**src/rtl/debounce_pkg.sv**
```systemverilog
// Shared definitions for the debounce / edge-detect block: state encoding
// and default parameter values used by both the RTL and its bench.
package debounce_pkg;

   // Gray-coded so adjacent states differ by one bit and state[1] is the
   // committed output level in every state.
   typedef enum logic [1:0] {
      IDLE_LOW  = 2'b00,
      WAIT_HIGH = 2'b01,
      IDLE_HIGH = 2'b11,
      WAIT_LOW  = 2'b10
   } state_e;

   localparam int DEF_SYNC_STAGES   = 2;
   localparam int DEF_STABLE_CYCLES = 4;

endpackage

```
**src/rtl/debounce_edge_detect_sync.sv**
```systemverilog
// Generic N-flop synchroniser for a single asynchronous input.
// Resets to 0; the first flop may go metastable, later stages resolve it.
module sync_chain #(
   parameter int N = 2
) (
   input  logic clk,
   input  logic reset,
   input  logic d,
   output logic q
);

   logic [N-1:0] sync_q;
   logic [N-1:0] sync_d;

   // shift the raw input one stage deeper each cycle
   always_comb begin
      sync_d = {sync_q[N-2:0], d};
   end

   // synchroniser register chain
   always_ff @(posedge clk or posedge reset) begin
      if (reset) sync_q <= '0;
      else       sync_q <= sync_d;
   end

   assign q = sync_q[N-1];

endmodule

```
**src/rtl/debounce_edge_detect.sv**
```systemverilog
// Debounce and edge detection for a raw asynchronous 1-bit input.
//
//   state     | meaning
//   ----------+-------------------------------------------
//   IDLE_LOW  | output committed low, watching for a 1
//   WAIT_HIGH | candidate 1 being qualified, q still 0
//   IDLE_HIGH | output committed high, watching for a 0
//   WAIT_LOW  | candidate 0 being qualified, q still 1
module debounce_edge_detect
   import debounce_pkg::*;
#(
   parameter int SYNC_STAGES   = DEF_SYNC_STAGES,
   parameter int STABLE_CYCLES = DEF_STABLE_CYCLES,
   parameter int CNT_WIDTH     = $clog2(STABLE_CYCLES + 1)
) (
   input  logic clk,
   input  logic reset,
   input  logic d,
   output logic q,
   output logic rise,
   output logic fall,
   output logic busy
);

   localparam logic [CNT_WIDTH-1:0] CNT_LAST = CNT_WIDTH'(STABLE_CYCLES - 1);
   localparam logic [CNT_WIDTH-1:0] CNT_ONE  = CNT_WIDTH'(1);

   logic                 d_sync;
   state_e               state_q, state_d;
   logic [CNT_WIDTH-1:0] cnt_q, cnt_d;
   logic                 rise_q, rise_d;
   logic                 fall_q, fall_d;
   logic                 busy_q, busy_d;

   sync_chain #(.N(SYNC_STAGES)) u_sync_d (
      .clk   (clk),
      .reset (reset),
      .d     (d),
      .q     (d_sync)
   );

   // next state, stability count and edge pulses
   always_comb begin
      state_d = state_q;
      cnt_d   = cnt_q;
      rise_d  = 1'b0;
      fall_d  = 1'b0;
      unique case (state_q)
         IDLE_LOW: begin
            if (d_sync) begin
               state_d = WAIT_HIGH;
               cnt_d   = CNT_ONE;
            end else begin
               cnt_d   = '0;
            end
         end
         WAIT_HIGH: begin
            if (!d_sync) begin
               state_d = IDLE_LOW;
               cnt_d   = '0;
            end else if (cnt_q == CNT_LAST) begin
               state_d = IDLE_HIGH;
               cnt_d   = '0;
               rise_d  = 1'b1;
            end else begin
               cnt_d   = cnt_q + CNT_ONE;
            end
         end
         IDLE_HIGH: begin
            if (!d_sync) begin
               state_d = WAIT_LOW;
               cnt_d   = CNT_ONE;
            end else begin
               cnt_d   = '0;
            end
         end
         WAIT_LOW: begin
            if (d_sync) begin
               state_d = IDLE_HIGH;
               cnt_d   = '0;
            end else if (cnt_q == CNT_LAST) begin
               state_d = IDLE_LOW;
               cnt_d   = '0;
               fall_d  = 1'b1;
            end else begin
               cnt_d   = cnt_q + CNT_ONE;
            end
         end
         default: begin
            state_d = IDLE_LOW;
            cnt_d   = '0;
         end
      endcase
      busy_d = (state_d == WAIT_HIGH) || (state_d == WAIT_LOW);
   end

   // FSM, counter and registered outputs
   always_ff @(posedge clk or posedge reset) begin
      if (reset) begin
         state_q <= IDLE_LOW;
         cnt_q   <= '0;
         rise_q  <= 1'b0;
         fall_q  <= 1'b0;
         busy_q  <= 1'b0;
      end else begin
         state_q <= state_d;
         cnt_q   <= cnt_d;
         rise_q  <= rise_d;
         fall_q  <= fall_d;
         busy_q  <= busy_d;
      end
   end

   // Gray encoding makes state bit 1 the committed level in every state.
   assign q    = state_q[1];
   assign rise = rise_q;
   assign fall = fall_q;
   assign busy = busy_q;

endmodule

```
**config.mk**
```make
export PLATFORM = sky130hd
export DESIGN_NAME = debounce_edge_detect
export DESIGN_NICKNAME = d
export VERILOG_FILES = /design/src/rtl/debounce_pkg.sv /design/src/rtl/debounce_edge_detect_sync.sv /design/src/rtl/debounce_edge_detect.sv
export SDC_FILE = /design/constraint.sdc
export NUM_CORES = 1
export LEC_CHECK = 0
export BUFFER_PORTS_ARGS = -buffer_cell sky130_fd_sc_hd__buf_2
export CELL_PAD_IN_SITES_DETAIL_PLACEMENT = 0
export CELL_PAD_IN_SITES_GLOBAL_PLACEMENT = 2
export CORE_UTILIZATION = 28
export CTS_CLUSTER_SIZE = 28
export DETAILED_ROUTE_END_ITERATION = 8
export PLACE_DENSITY = 0.75
export SYNTH_ARGS = -nofsm -noshare
export SYNTH_HDL_FRONTEND = slang
export SYNTH_SLANG_ARGS = --single-unit
export TNS_END_PERCENT = 1
```
**constraint.sdc**
```tcl
create_clock -name clk -period 1.2 [get_ports clk]
set_clock_uncertainty 0.2 [all_clocks]
set_input_delay 0.24 -clock clk [delete_from_list [all_inputs] [get_ports clk]]
set_output_delay 0.24 -clock clk [all_outputs]
set_load 0.05 [all_outputs]
```
### Word level (Yosys, flattened, before mapping)

Cells that the tools add are included.

* register bits after elaboration: 10
* input bits: 3
* output and inout port bits: 4
* word-level logic and storage cells: 33

* $add $sub $neg: 1
* equal/unequal tests: 6
* multiplexer cells: 18
* reductions and logical operators: 2

Operators with widths (number)
* 2-bit two-way mux: 6
* 3-bit one-hot mux with 4 select lines: 1
* 3-bit two-way mux: 3
* 2-bit one-hot mux with 4 select lines: 1
* 1-bit two-way mux: 7
* 2-bit equality test, second input constant: 3
* 2-bit by 1-bit equality test with 1-bit output, second input constant: 2
* 3-bit by 1-bit adder with 3-bit output, second input constant: 1
* 3-bit by 2-bit equality test with 1-bit output, second input constant: 1
* 2-bit logical NOT: 1
* 1-bit logical OR: 1

### Logic depth before layout (Yosys ltp)

* depth after elaboration: 6
* mapped depth: 4
* depth with buffers taken out: 4

### Hierarchy

From an unflattened synthesis, not the netlist that was laid out.

* cells, all modules: 36
* area total of the unflattened synthesis: 407.9 µm²

Modules (own cells, without submodules)
* debounce_edge_detect: instances 1, cells an instance 33, area each 354.1 µm², seq. area each 200.2 µm²
* sync_chain: instances 1, cells an instance 3, area each 53.8 µm², seq. area each 50.0 µm²

### Worst setup path after synthesis

Ideal clock, no wire load.

* path type: register -> register
* from: reg state_q[1]
* to: reg cnt_q[2]
* setup time: 0.066 ns
* arrival time: 1.285 ns
* data required time: 0.934 ns
* path slack: -0.351 ns
* cell stages (with the launch flop): 4
* path buffers: 0
* clock period less this slack: 1.551 ns
* cell sequence: dfrtp_1 or3b_1 nand2_1 and3b_1

* cells in the longest elaborated chain, start to end: 2
* elaborated cells on any way between the ends: 5
* classes of those cells: 3 x eq/ne; 1 x mux; 1 x reduce/logical

Ends and longest elaborated chain
* from (decl): RTL line debounce_edge_detect.sv:29 `state_e state_q, state_d;`
* from (signal assigned): RTL line debounce_edge_detect.sv:106 `state_q <= state_d;`
* 2-bit equality test (tied with other cells): RTL line debounce_edge_detect.sv:48 `unique case (state_q)`
* 3-bit one-hot mux with 4 select lines (*): RTL line debounce_edge_detect.sv:48
* via cnt_d[2]: RTL line debounce_edge_detect.sv:30 `logic [CNT_WIDTH-1:0] cnt_q, cnt_d;`
* to (signal assigned): RTL line debounce_edge_detect.sv:107 `cnt_q <= cnt_d;`
* to (decl): RTL line debounce_edge_detect.sv:30

The timed path passes the listed nets; every way through them passes the cells marked *.

### Worst setup path in the final report

* from: reg state_q[1]
* to: out q

RTL lines
* to (decl): RTL line debounce_edge_detect.sv:19 `output logic q,`

No word-level cell between the ends.

==> key figures <==
Logic synthesis
  – Post-synth EDFFs: 0
  – Top post-synthesis cells by area: dfrtp_1 (63%), o21ai_0 (5.0%), ha_1 (3.1%)
  – #FFs+latches synth: 10
  – Cell taking the most area after synthesis: dfrtp_1
  – Ys async rst share: 1.000
  – Post-synth cell types: 19
  – Syn_nets: 38
  – Yosys warns: 0
  – Seq/Total Area, Yosys: 0.6289
  – Avg Synthesized Cell Area: 11.70 µm²
  – Post-Syn Area: 397.9 µm²
  – Gate Count Post-Synth: 34
  – Main synth FF type: dfrtp_1
  – Top cell type's share of synthesized area: 0.6289

Worst setup path
  – Req. time, crit path: 0.76 ns
  – Crit-path max FO: 4
  – Slowest stage cell, crit path: dfrtp_2
  – Critical path's largest stage delay: 0.43 ns
  – CP delay by family, top: flip-flops
  – CP arrival: 0.85 ns
  – Critical path class: flip-flop to output pin
  – CP Capture Type: output pin
  – Worst-path cell chain: buf_6
  – Buf+Inv Stages, Crit Path: 1
  – CP startpoint kind: flip-flop

GRT
  – Largest net degree at the start of global routing: 11
  – Vias in the first global route: 300
  – First-pass GRT wire length: 1173 µm
  – GR met3 Demand/Resource: 0.08523
  – Busiest grt layer: met2
  – Grt ovf: 0
  – Met2 Resource Use GR: 0.2131
  – Gr usage total: 0.1235
  – Initial antenna violation count: 0
  – Met1 Use GR: 0.1084

Floorplan
  – Starting Density: 0.3020
  – Die Width: 39.70 µm
  – Die height: 39.70 µm
  – Core Area: 1318 µm²
  – Die area: 1576 µm²
  – Rows: 13
  – IO Pins: 7

Outcome
  – Outcome: complete, but fails checks
  – Violated checks: setup timing

Clock tree
  – Htree depth: 1
  – CTS clock-pin slew for the worst setup and hold paths: 0.07 ns
  – Root buf cell: clkbuf_4
  – Deepest clock path buffer count: 2
  – CTS tree: done
  – Num CTS Buffers: 3
  – Clk_lat worst skew: 0.26 ns
  – Clock sinks: 10

Power
  – PwrDens: 1196 nW/µm²
  – Leak: 0.2733 nW
  – Peak supply drop: 655.5 µV
  – Pwr Total: 0.6777 mW

Route
  – DR iter-0 viols: 2
  – Post-route ant nets: 0
  – Total number of vias: 297
  – Drc violations: 0
  – Wirelength per Cell: 10.14 µm
  – Vias per cell: 4.569
  – DRT Pass-1 Iters: 2
  – Routed wire length: 659 µm

STA
  – Worst rel slew slack: 0.7474
  – Slew Limit Fails: 0
  – Setup WS post-layout: -0.09238 ns
  – Fin. Hold Viols: 0
  – Final period utilization: 1.077
  – Fin crit period: 1.292 ns
  – Slew @ Worst Pin: 0.3784 ns
  – RSZ-0062 raised after global routing: yes
  – F_max: 0.7738 GHz
  – Final setup fails: 10

Finish
  – Post-layout nets: 55
  – Post-layout instance area: 566.8 µm²
  – Share of cells above drive strength 1: 0.4000
  – Antenna Cells: 0
  – Most common cell after layout, fill and taps aside: dfrtp_1
  – Fillers: 131
  – Most frequent cells in the layout: dfrtp_1 (9), buf_4 (5), o21ai_1 (4), buf_6 (4)
  – Layout area overhead: 42.45%

Hold path
  – Min-delay worst type: flip-flop to flip-flop

Placement
  – Gpl congestion: 0.7267
  – Port-buffer cells: 6
  – DP Area: 474.2 µm²

Job
  – Max Cap Viol: 0
stage by stage:
stage	worst slack [ns]	hold slack [ns]	TNS, ns	util	std cells
2_1_floorplan	-0.1984	-0.1199	-0.5511	-	34
3_3_place_gp	-0.1275	0.02403	-0.4231	0.3599	58
3_5_place_dp	-0.1529	0.02824	-0.5722	0.3599	58
4_1_cts	-0.1028	0.1566	-0.5365	0.4302	65
5_1_grt	-0.1278	0.1585	-1.012	0.4302	65
6_report	-0.09238	0.1529	-0.4484	0.4302	65
logic make-up after synthesis:
logic type | share of synthesized area
AO/OA/AOI/OAI | 0.1195
buffers and inverters | 0.02830
adder cells (fa/ha/maj) | 0.03144
flip-flops | 0.6289
AND/OR/NAND/NOR | 0.1919
metal layers:
layer	up-vias	wire, µm
met1	142	280
met3	0	33
li1	146	-
met2	9	345
met5	-	0
met4	0	0
cell type report:
class	instances	area, µm²	share of cell area
clock buffer	4	26.28	0.04636
sequential	10	251.5	0.4437
inverter	2	7.507	0.01325
timing repair buffer	13	112.6	0.1987
multi-input combinational	21	150.1	0.2649
tap	15	18.77	0.03311
flip-flops by register name (all words and copies together), names as in the netlist:
register and cells:
busy 1, state_q 2, cnt_q 3, rise 1
fall 1, u_sync_d.sync_q 2
cell usage after synthesis (all sizes together), types with 2 or more instances:
master	count
dfrtp	10
o21ai	4
nor2	3
inv	2
power by group:
part	internal (mW)	switching (mW)
registers	0.352	0.00749
logic	0.0408	0.0459
clock network	0.128	0.104
total	0.520	0.157
worst paths after layout:
| check | from | end | slack, ns | depth (start not counted) |
|---|---|---|---|---|
| max in group asynchronous | reset | state_q[1]$_DFF_PP0_ | 0.21 | 3 |
| min in group asynchronous | reset | rise$_DFF_PP0_ | 0.30 | 3 |
| max reg2reg | state_q[1]$_DFF_PP0_ | cnt_q[2]$_DFF_PP0_ | -0.09 | 3 |
| max | state_q[1]$_DFF_PP0_ | q | -0.09 | 1 |
| min reg2reg | u_sync_d.sync_q[0]$_DFF_PP0_ | u_sync_d.sync_q[1]$_DFF_PP0_ | 0.15 | 0 |
| min | u_sync_d.sync_q[0]$_DFF_PP0_ | u_sync_d.sync_q[1]$_DFF_PP0_ | 0.15 | 0 |
what timing repair did:
item                                   CTS  global route
gates resized for setup                 14             2
endpoints found under the hold margin   11             0
setup endpoints to repair               11            11
hold buffers                             2             0
pin swaps                                2             0
buffers inserted                         1             0
Note: power is estimated with default switching activity, not from simulation.
